<file path="src/rtl/oled_init_seq.sv">
`default_nettype none
// ============================================================================
// Module   : oled_init_seq
// Purpose  : Power-up command sequencer for an SSD1306-class OLED. Issues the
//            25-byte init table as IIC_Driver write transactions. With
//            OLED_CLEAR_EN defined it also clears display RAM.
// Revision : 1.0 - initial release
// ============================================================================
module oled_init_seq #(
    parameter logic [7:0] SLAVE_ADDR = 8'h78,
    parameter int         PWRUP_DLY  = 100000,
    parameter int         GAP_CYC    = 2,
    parameter int         TIMEOUT    = 200000
) (
    input  logic        sys_clk,
    input  logic        rst,
    input  logic        restart,
    output logic [15:0] IICSlave,
    output logic        IICWriteReq,
    output logic [7:0]  IICWriteData,
    input  logic        IICWriteDone,
    output logic        init_busy,
    output logic        init_done,
    output logic        init_err,
    output logic [4:0]  cmd_idx
);

    localparam int c_PW_W  = (PWRUP_DLY > 1) ? $clog2(PWRUP_DLY) : 1;
    localparam int c_TO_W  = ($clog2(TIMEOUT) > 18) ? $clog2(TIMEOUT) : 18;
    localparam int c_GAP_W = (GAP_CYC > 1) ? $clog2(GAP_CYC) : 1;

    localparam logic [c_PW_W-1:0]  c_PW_LAST  = c_PW_W'(PWRUP_DLY - 1);
    localparam logic [c_TO_W-1:0]  c_TO_LAST  = c_TO_W'(TIMEOUT - 1);
    localparam logic [c_GAP_W-1:0] c_GAP_LAST = c_GAP_W'(GAP_CYC - 1);

    localparam logic [4:0] c_LAST_IDX  = 5'd24;
    localparam logic [7:0] c_CTRL_CMD  = 8'h00;
    localparam logic [7:0] c_CTRL_DATA = 8'h40;

    localparam logic [2:0] c_S_PWRUP = 3'd0;
    localparam logic [2:0] c_S_LOAD  = 3'd1;
    localparam logic [2:0] c_S_REQ   = 3'd2;
    localparam logic [2:0] c_S_GAP   = 3'd3;
    localparam logic [2:0] c_S_DONE  = 3'd4;
    localparam logic [2:0] c_S_ERR   = 3'd5;
    localparam logic [2:0] c_S_CLR   = 3'd6;

    function automatic logic [7:0] f_init_byte(input logic [4:0] idx);
        case (idx)
            5'd0:    f_init_byte = 8'hAE;
            5'd1:    f_init_byte = 8'hD5;
            5'd2:    f_init_byte = 8'h80;
            5'd3:    f_init_byte = 8'hA8;
            5'd4:    f_init_byte = 8'h3F;
            5'd5:    f_init_byte = 8'hD3;
            5'd6:    f_init_byte = 8'h00;
            5'd7:    f_init_byte = 8'h40;
            5'd8:    f_init_byte = 8'h8D;
            5'd9:    f_init_byte = 8'h14;
            5'd10:   f_init_byte = 8'h20;
            5'd11:   f_init_byte = 8'h00;
            5'd12:   f_init_byte = 8'hA1;
            5'd13:   f_init_byte = 8'hC8;
            5'd14:   f_init_byte = 8'hDA;
            5'd15:   f_init_byte = 8'h12;
            5'd16:   f_init_byte = 8'h81;
            5'd17:   f_init_byte = 8'hCF;
            5'd18:   f_init_byte = 8'hD9;
            5'd19:   f_init_byte = 8'hF1;
            5'd20:   f_init_byte = 8'hDB;
            5'd21:   f_init_byte = 8'h40;
            5'd22:   f_init_byte = 8'hA4;
            5'd23:   f_init_byte = 8'hA6;
            default: f_init_byte = 8'hAF;
        endcase
    endfunction

    logic [2:0]         r_state;
    logic [c_PW_W-1:0]  r_pw_cnt;
    logic [c_TO_W-1:0]  r_to_cnt;
    logic [c_GAP_W-1:0] r_gap_cnt;
    logic [4:0]         r_idx;
    logic [15:0]        r_slave;
    logic [7:0]         r_data;
    logic               r_req;
    logic               r_busy;
    logic               r_done;
    logic               r_err;

`ifdef OLED_CLEAR_EN
    // Column range 0..127, page range 0..7: the whole 128x64 RAM.
    function automatic logic [7:0] f_clr_byte(input logic [2:0] idx);
        case (idx)
            3'd0:    f_clr_byte = 8'h21;
            3'd1:    f_clr_byte = 8'h00;
            3'd2:    f_clr_byte = 8'h7F;
            3'd3:    f_clr_byte = 8'h22;
            3'd4:    f_clr_byte = 8'h00;
            default: f_clr_byte = 8'h07;
        endcase
    endfunction

    logic        r_in_clr;
    logic        r_clr_data;
    logic [2:0]  r_clr_cmd;
    logic [10:0] r_clr_cnt;
`endif

    always_ff @(posedge sys_clk or posedge rst) begin
        if (rst) begin
            r_state   <= c_S_PWRUP;
            r_pw_cnt  <= '0;
            r_to_cnt  <= '0;
            r_gap_cnt <= '0;
            r_idx     <= 5'd0;
            r_slave   <= {SLAVE_ADDR, c_CTRL_CMD};
            r_data    <= 8'h00;
            r_req     <= 1'b0;
            r_busy    <= 1'b1;
            r_done    <= 1'b0;
            r_err     <= 1'b0;
`ifdef OLED_CLEAR_EN
            r_in_clr   <= 1'b0;
            r_clr_data <= 1'b0;
            r_clr_cmd  <= 3'd0;
            r_clr_cnt  <= 11'd0;
`endif
        end else begin
            case (r_state)
                c_S_PWRUP: begin
                    if (r_pw_cnt == c_PW_LAST) begin
                        r_state <= c_S_LOAD;
                        r_idx   <= 5'd0;
                        r_slave <= {SLAVE_ADDR, c_CTRL_CMD};
                        r_data  <= f_init_byte(5'd0);
                    end else begin
                        r_pw_cnt <= r_pw_cnt + c_PW_W'(1);
                    end
                end
                c_S_LOAD: begin
                    r_state  <= c_S_REQ;
                    r_req    <= 1'b1;
                    r_to_cnt <= '0;
                end
`ifdef OLED_CLEAR_EN
                c_S_CLR: begin
                    r_state  <= c_S_REQ;
                    r_req    <= 1'b1;
                    r_to_cnt <= '0;
                end
`endif
                c_S_REQ: begin
                    // A completion on the terminal-count cycle still counts.
                    if (IICWriteDone) begin
                        r_req     <= 1'b0;
                        r_gap_cnt <= '0;
                        r_state   <= c_S_GAP;
                    end else if (r_to_cnt == c_TO_LAST) begin
                        r_req   <= 1'b0;
                        r_busy  <= 1'b0;
                        r_err   <= 1'b1;
                        r_state <= c_S_ERR;
                    end else begin
                        r_to_cnt <= r_to_cnt + c_TO_W'(1);
                    end
                end
                c_S_GAP: begin
                    if (r_gap_cnt != c_GAP_LAST) begin
                        r_gap_cnt <= r_gap_cnt + c_GAP_W'(1);
                    end else
`ifdef OLED_CLEAR_EN
                    if (r_in_clr) begin
                        if (!r_clr_data) begin
                            if (r_clr_cmd == 3'd5) begin
                                r_clr_data <= 1'b1;
                                r_clr_cnt  <= 11'd0;
                                r_slave    <= {SLAVE_ADDR, c_CTRL_DATA};
                                r_data     <= 8'h00;
                            end else begin
                                r_clr_cmd <= r_clr_cmd + 3'd1;
                                r_data    <= f_clr_byte(r_clr_cmd + 3'd1);
                            end
                            r_state <= c_S_CLR;
                        end else if (r_clr_cnt == 11'd1023) begin
                            r_busy  <= 1'b0;
                            r_done  <= 1'b1;
                            r_state <= c_S_DONE;
                        end else begin
                            r_clr_cnt <= r_clr_cnt + 11'd1;
                            r_state   <= c_S_CLR;
                        end
                    end else
`endif
                    if (r_idx != c_LAST_IDX) begin
                        r_idx   <= r_idx + 5'd1;
                        r_slave <= {SLAVE_ADDR, c_CTRL_CMD};
                        r_data  <= f_init_byte(r_idx + 5'd1);
                        r_state <= c_S_LOAD;
                    end else begin
`ifdef OLED_CLEAR_EN
                        r_in_clr   <= 1'b1;
                        r_clr_data <= 1'b0;
                        r_clr_cmd  <= 3'd0;
                        r_slave    <= {SLAVE_ADDR, c_CTRL_CMD};
                        r_data     <= f_clr_byte(3'd0);
                        r_state    <= c_S_CLR;
`else
                        r_busy  <= 1'b0;
                        r_done  <= 1'b1;
                        r_state <= c_S_DONE;
`endif
                    end
                end
                c_S_DONE, c_S_ERR: begin
                    if (restart) begin
                        r_idx   <= 5'd0;
                        r_slave <= {SLAVE_ADDR, c_CTRL_CMD};
                        r_data  <= f_init_byte(5'd0);
                        r_busy  <= 1'b1;
                        r_done  <= 1'b0;
                        r_err   <= 1'b0;
                        r_state <= c_S_LOAD;
`ifdef OLED_CLEAR_EN
                        r_in_clr <= 1'b0;
`endif
                    end
                end
                default: begin
                    r_req   <= 1'b0;
                    r_state <= c_S_PWRUP;
                end
            endcase
        end
    end

    assign IICSlave     = r_slave;
    assign IICWriteReq  = r_req;
    assign IICWriteData = r_data;
    assign init_busy    = r_busy;
    assign init_done    = r_done;
    assign init_err     = r_err;
    assign cmd_idx      = r_idx;

endmodule
`default_nettype wire

</file>
<file path="config.mk">
export PLATFORM = sky130hd
export DESIGN_NAME = oled_init_seq
export DESIGN_NICKNAME = d
export VERILOG_FILES = /design/src/rtl/oled_init_seq.sv
export SDC_FILE = /design/constraint.sdc
export NUM_CORES = 1
export LEC_CHECK = 0
export BUFFER_PORTS_ARGS = -buffer_cell sky130_fd_sc_hd__clkbuf_2
export CAP_MARGIN = 25
export CORE_UTILIZATION = 30
export CTS_BUF_LIST = sky130_fd_sc_hd__clkbuf_8
export CTS_CLUSTER_DIAMETER = 150
export DETAILED_ROUTE_END_ITERATION = 6
export PLACE_DENSITY = 0.56
export SKIP_CTS_REPAIR_TIMING = 1
export SKIP_LAST_GASP = 1
export SYNTH_ARGS = -nofsm -noshare
export SYNTH_HDL_FRONTEND = slang
export SYNTH_SLANG_ARGS = --single-unit
</file>
<file path="constraint.sdc">
create_clock -name sys_clk -period 5.1 [get_ports sys_clk]
set_clock_uncertainty 0.2 [all_clocks]
set_input_delay 0.765 -clock sys_clk [delete_from_list [all_inputs] [get_ports sys_clk]]
set_output_delay 0.765 -clock sys_clk [all_outputs]
set_load 0.05 [all_outputs]
</file>
### Word level (Yosys, flattened, before mapping)

Memories as Yosys holds them, arrays and structs flattened.
Cells that the tools add are included.

* bits in registers: 72
* memory bits (read-only): 256
* logic and storage cells: 97
* memories: 1
* input bits: 4
* output and inout bits: 33

* bitwise gates (word level): 2
* muxes and demuxes: 43
* reduce and logical (&&, ||, !) cells: 18
* $add $sub $neg: 4
* equal/unequal tests: 18

Memories
* (name not given): depth 32, bits a word 8, read ports 1, clocked after memory_dff 0, write ports 0, line 49 `case (idx)`

Operator list (count)
* 16-bit two-way mux: 4
* 16-bit case mux with 3 select lines: 1
* 18-bit two-way mux: 2
* 18-bit case mux with 2 select lines: 1
* 8-bit two-way mux: 4
* 8-bit case mux with 3 select lines: 1
* 5-bit two-way mux: 4
* 18-bit by 1-bit adder with 18-bit output (second input constant): 1
* 18-bit == test (second input constant): 1
* 3-bit two-way mux: 6
* 2-bit inequality test (second input constant): 9
* 17-bit by 1-bit adder with 17-bit output (second input constant): 1
* 17-bit == test (second input constant): 1
* 3-bit case mux with 5 select lines: 1
* 5-bit case mux with 3 select lines: 1
* 1-bit two-way mux: 13
* 4-bit AND reduction: 3
* 2-bit nonzero test: 4
* 3-bit by 2-bit == test with 1-bit output (second input constant): 2
* 3-bit == test (second input constant): 2
* 1-bit case mux with 2 select lines: 3
* 1-bit case mux with 3 select lines: 2
* 2-bit AND reduction: 3
* 6-bit AND reduction: 1
* 12 further kinds: 14

### Depth between registers and ports, before layout

An unclocked memory read counts as a cell.

* depth in word-level cells: 5
* depth in mapped cells: 9
* mapped depth without buffers: 8

### Least setup slack after synthesis

OpenSTA, ideal clock, no wires.

* path type: reg-to-reg
* start: reg r_idx[1], in the netlist cmd_idx[1]
* end: reg r_data[6], in the netlist IICWriteData[6]
* cell stages (with the launch flop): 10
* data arrival time: 2.514 ns
* clock period less this slack: 2.835 ns
* setup time: 0.121 ns
* setup slack: 2.265 ns
* cell sequence: dfrtp_1 > ha_1 > inv_1 > ha_1 > clkbuf_1 > nor2b_1 > o221ai_1 > a221oi_1 > o21ai_0 > a22o_2

* longest elaborated chain between the ends: 5

Ends and longest elaborated chain
* start, declared: line 82 `logic [4:0] r_idx;`
* start signal, assigned: line 195 `r_idx <= r_idx + 5'd1;`
* 5-bit by 1-bit adder with 5-bit output: line 197 `r_data <= f_init_byte(r_idx + 5'd1);`
* memory read 32 x 8 bit
* 8-bit two-way mux: line 194 `if (r_idx != c_LAST_IDX) begin`
* 8-bit two-way mux: line 168 `if (r_gap_cnt != c_GAP_LAST) begin`
* 8-bit case mux with 3 select lines: line 129 `case (r_state)`
* end signal, assigned: line 135 `r_data <= f_init_byte(5'd0);`
* end signal, assigned: line 197
* end signal, assigned: line 218 `r_data <= f_init_byte(5'd0);`
* end, declared: line 84 `logic [7:0] r_data;`

Parallel ways exist; a longest one is shown, timed or not. The select of a mux whose other input is x is not followed.
A chain may end at the register's enable or synchronous reset.

### Worst setup path after layout

* start: reg r_idx[0], in the netlist cmd_idx[0]
* end: reg r_data[6], in the netlist IICWriteData[6]

The elaborated chain is that of the path after synthesis.

==> results.toml <==
[timing]
whs_ns = 0.2877
period_share_pct = 56.03
drv_slew = 0
slew_headroom_pct = 51.54
rsz0062_at_grt = "no"
final_hold_viol_count = 0
fmax_mhz = 349.9
tightest_slew_ns = 0.7244
fin_crit_ns = 2.858
setup_viol = 0
tns_ns = 0

[die]
dieArea_mm2 = 0.01197
initial_core_util_pct = 31.39
boundaryPins = 37
fp.dieH_um = 109.4
rows = 38
die_w_um = 109.4
core_area_mm2 = 0.01103

[layout]
layout-drive-gt1-share_pct = 16.35
area_growth_pct = 6.722
fill_cells = 1157
utilization_pct = 33.50
nets = 386
diodes = 0

[global_route]
grt_first_pass_wirelength_um = 12110
grt_start_max_net_pins = 57
grt_pass1_vias = 2452
grt.total_usage_pct = 12.83
grt_overflow = 0
antenna_found_initial = 0

[clocking]
clock_path_buffers = 2
clk_pin_slew_ns = 0.10
cts_root_buf = "clkbuf_8"
cts_tree = "yes"
cts_max_level = 2
cts_sinks = 56
clkLatencyLatePin_ns = 0.31
cts_buffers = 5

[detailed_routing]
drt_iter0_drc = 55
vias = 2614
avgViaCountPerCell = 5.096
dr.pass1.iters = 4
drc = 0
routed_wl_um = 7199
detail_route.wl_per_cell_um = 14.03
ant_nets = 0

[logic_synthesis]
yosys.area.top_type = "dfrtp_1"
synth_seq_area_share_pct = 40.51
synth_top_family_by_area = "simple AND/OR/NAND/NOR gates"
syn_inst = 358
synth_compound_area_share_pct = 13.62
synth_top_area_share_pct = 39.75
synth_area_mm2 = 0.003462
synth_cell_types = 64
synth_xor_area_share_pct = 9.252
synth-main-ff-cell = "dfrtp_1"
avgSynthCellArea_um2 = 9.671
synth.area.top_cells = "dfrtp_1 (40%), xnor2_1 (4.8%), nand2_1 (3.8%)"
yosysWarningCount = 0
synth_edf_count = 0
async_reset_ff_share_pct = 100.0
synth.most_common_cell = "dfrtp_1"
yosys.area_share.simple_pct = 21.97
synth.area.mux_share_pct = 3.144
ys_ff_latch = 56
synth_common_cells = "dfrtp_1 (55), nand2_1 (35), nor2_1 (28), nand3_1 (23), xnor2_1 (19)"
synth_fa_ha_area_share_pct = 3.614

[hold_path]
min_from = "IICWriteData[3]$_DFFE_PP0P_"
worstHoldPathCells = 2
holdPathEnd = "IICWriteData[3]$_DFFE_PP0P_"
worstHoldPathType = "reg2reg"

[power_and_ir_drop]
clockPowerShare_pct = 15.0
p_per_area_mw_per_mm2 = 468.2
switching_share_pct = 45.56
leakagePower_nw = 1.588
vdd_drop_max_mv = 0.1969
seqPwrFrac_pct = 35.7
comb_power_share_pct = 49.3
p_sw_mw = 0.7880
power.internal_mw = 0.9417
finalPower_mw = 1.730

[critical_path]
worstSetupStartpointType = "flop"
end_kind = "flop"
reg2reg_to = "IICWriteData[6]$_DFFE_PP0P_"
worstSetupPathType = "reg2reg"
cp_max_fo = 19
rrSetupSlack_ns = 2.24
cp_data_required_time_ns = 5.10
timing.rr.start = "cmd_idx[0]$_DFFE_PP0P_"
ff2ff_path_depth = 8
critical_path_arrival_ns = 2.86

[run]
cap_viol_max_count = 0

[run_status]
outcome = "complete, no violations"

[place]
dp_hpwl_um = 5140
routabilityCongestion = 0.8490
port_buffers = 20
## worst max-delay path by stage
stage,slack (ns),end,from,cells past startpoint
global placement,2.37,IICWriteData[3]$_DFFE_PP0P_,cmd_idx[1]$_DFFE_PP0P_,6
global route,2.05,IICWriteData[3]$_DFFE_PP0P_,cmd_idx[0]$_DFFE_PP0P_,6
floorplan,2.27,IICWriteData[6]$_DFFE_PP0P_,cmd_idx[1]$_DFFE_PP0P_,9
detailed placement,2.29,IICWriteData[6]$_DFFE_PP0P_,cmd_idx[0]$_DFFE_PP0P_,8
finish,2.24,IICWriteData[6]$_DFFE_PP0P_,cmd_idx[0]$_DFFE_PP0P_,8
CTS,2.28,IICWriteData[6]$_DFFE_PP0P_,cmd_idx[0]$_DFFE_PP0P_,8
## kinds of logic (layout without fill, tap and decap cells)
family	count (synthesis)	in the layout
multiplexers	10	10
adder cells (fa/ha/maj)	10	10
buffers and inverters	44	45
AND/OR/NAND/NOR	142	142
other	2	16
AO/OA/AOI/OAI	59	59
XOR/XNOR	35	35
flip-flops	56	56
## worst max-delay path, stage by stage (launching register included)
cell	delay (ns)
dfrtp_1	0.54
ha_1	0.32
inv_1	0.09
ha_1	0.62
nor2b_1	0.20
o221ai_1	0.12
a221oi_1	0.30
o21ai_0	0.11
a22o_2	0.25
## layout by cell type (no fill, tap or decap), types with 4 or more instances in the layout
cell type / instances
nor2_1: 28
a21oi_1: 10
o21ai_0: 10
clkbuf_8: 6
o211ai_1: 5
inv_1: 14
xnor2_1: 19
nand4_1: 7
xor2_1: 15
dfrtp_1: 55
conb_1: 16
nand4b_1: 4
clkbuf_2: 20
mux2_2: 7
and3_1: 5
o31ai_1: 4
nand3_1: 23
nand2_1: 35
ha_1: 10
nor3_1: 10
## stage by stage
step	setup WS [ns]	cells	area [µm²]
after CTS	2.284	513	3695
after global placement	2.368	505	3600
after floorplan	2.265	372	3515
final	2.242	513	3695
after detailed placement	2.287	505	3600
after global routing	2.046	513	3695
## area by class of cell
type | count | area (µm²) | share of cell area [%]
Multi-Input combinational cell | 272 | 1847 | 49.98
Sequential cell | 56 | 1403 | 37.96
Inverter | 14 | 52.55 | 1.422
Tap cell | 140 | 175.2 | 4.741
Clock inverter | 2 | 12.51 | 0.3386
Clock buffer | 6 | 82.58 | 2.235
Timing Repair Buffer | 23 | 122.6 | 3.319
## power by group through the flow
| stage | combinational [mW] | sequential [mW] | clock (mW) |
|---|---|---|---|
| floorplan | 0.629 | 0.707 | 0 |
| detailed placement | 0.859 | 0.627 | 0 |
| CTS | 0.861 | 0.619 | 0.268 |
| finish | 0.853 | 0.618 | 0.259 |
| global route | 0.940 | 0.636 | 0.281 |
| global placement | 0.848 | 0.625 | 0 |
## sequential cells by signal, indices dropped and copies added (netlist names)
| register | flops |
|---|---|
| r_state | 3 |
| r_to_cnt | 18 |
| IICWriteData | 8 |
| init_busy | 1 |
| r_pw_cnt | 17 |
| init_err | 1 |
| cmd_idx | 5 |
| IICWriteReq | 1 |
| init_done | 1 |
| r_gap_cnt | 1 |
## per-layer routing
layer | global-route usage (%) | vias up | routed length, µm
li1 | - | 1282 | -
met1 | 18.14 | 1281 | 3692
met2 | 19.99 | 45 | 3198
met3 | 2.371 | 6 | 230
met4 | 3.524 | 0 | 77
met5 | 0 | - | 0
(Power assumes the default switching activity.)
